File: config.mk
export PLATFORM = sky130hd
export DESIGN_NAME = pll_lock_sequencer
export DESIGN_NICKNAME = d
export VERILOG_FILES = /design/src/rtl/pll_lock_sequencer.sv
export SDC_FILE = /design/constraint.sdc
export NUM_CORES = 1
export LEC_CHECK = 0
export ABC_AREA = 1
export BUFFER_PORTS_ARGS = -buffer_cell sky130_fd_sc_hd__buf_2
export CAP_MARGIN = 10
export CORE_MARGIN = 1.5
export CORE_UTILIZATION = 40
export DETAILED_ROUTE_END_ITERATION = 7
export MAX_ROUTING_LAYER = met4
export PLACE_DENSITY = 0.67
export SLEW_MARGIN = 25
export SYNTH_ARGS = -nofsm -noshare
export SYNTH_HDL_FRONTEND = slang
export SYNTH_SLANG_ARGS = --single-unit
File: constraint.sdc
create_clock -name REFERENCECLK -period 1.45 [get_ports REFERENCECLK]
set_clock_uncertainty 0.1 [all_clocks]
set_input_delay 0.29 -clock REFERENCECLK [delete_from_list [all_inputs] [get_ports REFERENCECLK]]
set_output_delay 0.29 -clock REFERENCECLK [all_outputs]
set_load 0.005 [all_outputs]
File: src/rtl/pll_lock_sequencer.sv
// PLL power-up sequencer for the iCE40 SB_PLL40_CORE wrapper.
// It holds the PLL in reset and waits for LOCK with a timeout. LOCK must
// stay high for a set time before READY is raised. The sequencer retries
// on a timeout or on loss of lock. When the retries run out it parks in
// FAULT and, optionally, bypasses the PLL.
module pll_lock_sequencer #(
  parameter int RESET_CYCLES    = 100,
  parameter int LOCK_TIMEOUT    = 10000,
  parameter int STABLE_CYCLES   = 1000,
  parameter int MAX_RETRIES     = 3,
  parameter int BYPASS_ON_FAULT = 1,
  localparam int RW             = $clog2(MAX_RETRIES + 1)
) (
  input  logic          REFERENCECLK,
  input  logic          RESET,
  input  logic          PLL_LOCK,
  input  logic          RESTART,
  output logic          PLL_RESETB,
  output logic          PLL_BYPASS,
  output logic          READY,
  output logic          FAULT,
  output logic [RW-1:0] RETRY_COUNT
);

  // One counter serves every timed state, so size it for the longest interval.
  localparam int CNT_MAX_A = (RESET_CYCLES > LOCK_TIMEOUT) ? RESET_CYCLES : LOCK_TIMEOUT;
  localparam int CNT_MAX   = (CNT_MAX_A > STABLE_CYCLES) ? CNT_MAX_A : STABLE_CYCLES;
  localparam int CW        = $clog2(CNT_MAX + 1);

  localparam logic [CW-1:0] HOLD_LAST    = CW'(RESET_CYCLES - 1);
  localparam logic [CW-1:0] TIMEOUT_LAST = CW'(LOCK_TIMEOUT - 1);
  localparam logic [CW-1:0] STABLE_LAST  = CW'(STABLE_CYCLES - 1);
  localparam logic [CW-1:0] CNT_ONE      = CW'(1);
  localparam logic [RW-1:0] RETRY_LAST   = RW'(MAX_RETRIES - 1);
  localparam logic [RW-1:0] RETRY_MAX    = RW'(MAX_RETRIES);
  localparam logic [RW-1:0] RETRY_ONE    = RW'(1);
  localparam logic          BYPASS_LVL   = (BYPASS_ON_FAULT != 0);

  typedef enum logic [2:0] {
    HOLD      = 3'd0,
    WAIT_LOCK = 3'd1,
    STABLE    = 3'd2,
    RUN       = 3'd3,
    FLT       = 3'd4
  } state_t;

  state_t        state;
  logic [CW-1:0] cnt;
  logic          lock_meta;
  logic          lock_s;
  logic          attempt_fail;

  // Two-flop synchronizer that brings the asynchronous LOCK into REFERENCECLK.
  always_ff @(posedge REFERENCECLK or negedge RESET) begin
    if (!RESET) begin
      lock_meta <= 1'b0;
      lock_s    <= 1'b0;
    end else begin
      lock_meta <= PLL_LOCK;
      lock_s    <= lock_meta;
    end
  end

  // An attempt fails on a WAIT_LOCK timeout, or on lock loss after READY.
  // A lock that arrives on the timeout cycle takes precedence over the timeout.
  always_comb begin
    attempt_fail = 1'b0;
    if (state == WAIT_LOCK && !lock_s && cnt == TIMEOUT_LAST) attempt_fail = 1'b1;
    if (state == RUN && !lock_s)                               attempt_fail = 1'b1;
  end

  // Sequencer FSM. Every output is a flop that is updated on the same edge
  // as the state change it belongs to.
  always_ff @(posedge REFERENCECLK or negedge RESET) begin
    if (!RESET) begin
      state       <= HOLD;
      cnt         <= '0;
      PLL_RESETB  <= 1'b0;
      PLL_BYPASS  <= 1'b0;
      READY       <= 1'b0;
      FAULT       <= 1'b0;
      RETRY_COUNT <= '0;
    end else if (RESTART) begin
      state       <= HOLD;
      cnt         <= '0;
      PLL_RESETB  <= 1'b0;
      PLL_BYPASS  <= 1'b0;
      READY       <= 1'b0;
      FAULT       <= 1'b0;
      RETRY_COUNT <= '0;
    end else if (attempt_fail) begin
      cnt        <= '0;
      PLL_RESETB <= 1'b0;
      READY      <= 1'b0;
      if (RETRY_COUNT == RETRY_LAST) begin
        RETRY_COUNT <= RETRY_MAX;
        state       <= FLT;
        FAULT       <= 1'b1;
        PLL_BYPASS  <= BYPASS_LVL;
      end else begin
        RETRY_COUNT <= RETRY_COUNT + RETRY_ONE;
        state       <= HOLD;
      end
    end else begin
      case (state)
        HOLD: begin
          if (cnt == HOLD_LAST) begin
            state      <= WAIT_LOCK;
            cnt        <= '0;
            PLL_RESETB <= 1'b1;
          end else begin
            cnt <= cnt + CNT_ONE;
          end
        end
        WAIT_LOCK: begin
          if (lock_s) begin
            state <= STABLE;
            cnt   <= '0;
          end else begin
            cnt <= cnt + CNT_ONE;
          end
        end
        STABLE: begin
          // A glitch restarts the lock wait. It is not counted as a failure.
          if (!lock_s) begin
            state <= WAIT_LOCK;
            cnt   <= '0;
          end else if (cnt == STABLE_LAST) begin
            state <= RUN;
            cnt   <= '0;
            READY <= 1'b1;
          end else begin
            cnt <= cnt + CNT_ONE;
          end
        end
        RUN: begin
          cnt <= '0;
        end
        FLT: begin
          cnt <= '0;
        end
        default: begin
          state <= HOLD;
          cnt   <= '0;
        end
      endcase
    end
  end

endmodule

==> impl_metrics.ini <==
[routing]
post-route-drc-count = 0
wl_per_cell_um = 12.9
drt-initial-drc-count = 45
routed-via-count = 1352
routed_wl_um = 3640
first_pass_iters = 4
ant_nets = 0
vias_per_cell = 4.81

[sta]
drv_slew = 0
max_freq_ghz = 0.622
fin_tns_setup_ps = -2300
setup_ws_ps = -158
fin_crit_sh_pct = 111
rsz0062_at_grt = true
tightest_slew_ps = 549
setup-violations-final = 21
hold_violations = 0
period_minus_slack_ps = 1610
slew_headroom_pct = 63.4

[placed_design]
dpl.hpwl_um = 2290
place_ws_ps = -195
numPortBuffers = 9
gp_congestion = 0.851

[cells_and_area]
multiInputGateArea_um2 = 861
nets = 242
fillers = 299
layout_common_cells = 37 x buf_4, 33 x nand2_1, 22 x nor2_1
drive_gt1_share_pct = 44.7
ff_latch_area_um2 = 607
fin_util_pct = 61.2
mostFrequentLayoutCell = buf_4
diodes = 0
area_growth_pct = 44.9

[grt]
grt_pass1_vias = 1373
grt_max_degree = 25
grt_usage_pct = 20.2
overflow = 0
antenna_found_initial = 0
grt_pass1_wl_um = 6070

[die]
die_y_um = 62.6
num_rows = 21
io-pin-count = 10
design.core.area_um2 = 3360
die_w_um = 62.6
initial_core_util_pct = 42.3
die_area_um2 = 3920

[clock_tree]
cts_max_path_buffers = 2
clk_latency_ps = 330
clk_pin_slew_ps = 140
root_buffer = clkbuf_4
cts_buffers = 3
cts_tree = done
cts_max_level = 1
clock_sinks = 24

[pwr]
p_leak_nw = 0.950
power_density_nw_per_um2 = 1030
power_mw = 2.13
ir_worst_vdd_uv = 527

[yosys]
syn_inst = 182
synth_top_cell_area_share_pct = 42.3
syn_nets = 188
yosysWarnings = 0
yosysTopAreaCell = dfrtp_1
synth-seq-area-share_pct = 42.3
synth.cell_area_um2 = 1420
synth.area.top_cells = dfrtp_1 42%, nand2_1 10%, nor2_1 7.4%, inv_1 6.3%, nor2_2 5.3%
syn_avg_cell_area_um2 = 7.81
post_synth_num_cell_types = 26
ys_ff_latch = 24

[setup_path]
slowest_stage = dfrtp_1
critPathKind = reg -> reg
critPathLaunchType = register
critPathMaxFanout = 7
worstPathArrival_ps = 1770
worstPathCellList = ha_4 > nand3_4 > nor2_4 > nand3_4 > nand3_4 > nor2_4 > nand2_8 > nor2_1
max_stage_delay_ps = 440
timing.critical_path.mode_cell = nand3_4
crit_path_end_kind = register
cp_data_required_time_ps = 1610

[outcome]
status = finished with violations
violations = setup timing

[min_path]
min_path_type = in -> reg

[run]
drv_cap = 0
## registers in the layout, indices dropped and copies added, names as in the netlist
register / flops
FAULT: 1
PLL_RESETB: 1
READY: 1
RETRY_COUNT: 2
cnt: 14
lock_meta: 1
lock_s: 1
state: 3
## critical path, delay by kind of cell, from the launching register on
kind                     cells  cell delay [ps]
AND/OR/NAND/NOR              7              810
adder cells (fa/ha/maj)      1              190
flip-flops                   1              440
## timing repair
| item | 4_1_cts | 5_1_grt |
|---|---|---|
| buffers inserted | 6 | 6 |
| cloned | 1 | 0 |
| pin swaps | 7 | 11 |
| hold buffers | 2 | 0 |
| endpoints found under the setup margin | 21 | 22 |
| endpoints found under the hold margin | 25 | 0 |
| gates resized for setup | 23 | 21 |
## final cells by class
type                    count  area share [%]
clock buffers               3            1.09
multi-input cells         130            41.8
clock inverters             1            1.46
inverters                  25            4.56
flip-flops and latches     24            29.5
repair buffers             52            18.8
well taps                  46            2.79
## logic make-up after synthesis
family          synth area share [%]
fa+ha+maj                       1.76
simple gates                    37.4
compound gates                  2.46
buf+inv                         9.33
flops                           42.3
xor+xnor                        6.78
## synthesized netlist by cell type (all sizes together)
cell    instances
dfrtp          24
o21ai           3
a21oi           1
inv            25
o21a            1
buf             4
ha              2
nand4           4
nor3            7
xnor2           3
nand3          16
nor2           41
nand2          41
o211ai          1
xor2            8
nor4            1
## power by group
group,internal (mW),switching [mW]
sequential,0.729,0.0715
clock,0.280,0.217
combinational,0.323,0.510
total,1.33,0.798
## metal layers
layer / up-vias / track usage (%) / part of all wire, %
li1: 672 / - / -
met5: - / - / 0
met3: 4 / 1.80 / 2.7
met4: 0 / 8.89 / 1.1
met1: 651 / 26.3 / 45
met2: 25 / 32.3 / 52
## path summary, 6_finish.rpt
| check | start | endpoint | slack [ps] | depth (start not counted) |
|---|---|---|---|---|
| worst max-delay path | cnt[0] | cnt[2] | -160 | 8 |
| worst min-delay path | RESTART | state[1] | 110 | 4 |
| worst max register to register | cnt[0] | cnt[2] | -160 | 8 |
| worst min register to register | lock_meta | lock_s | 290 | 0 |
| max in group asynchronous | RESET | cnt[9] | 480 | 2 |
| min in group asynchronous | RESET | state[0] | 370 | 2 |
## metrics by stage
step / instance area, um2 / hold WS (ps) / cells
after global routing: 2060 / 139 / 281
after global placement: 1730 / 211 / 263
after floorplan: 1440 / -106 / 182
after CTS: 1930 / 113 / 275
after detailed placement: 1730 / 211 / 263
final: 2060 / 112 / 281
Note: power is estimated with default switching activity, not from simulation.
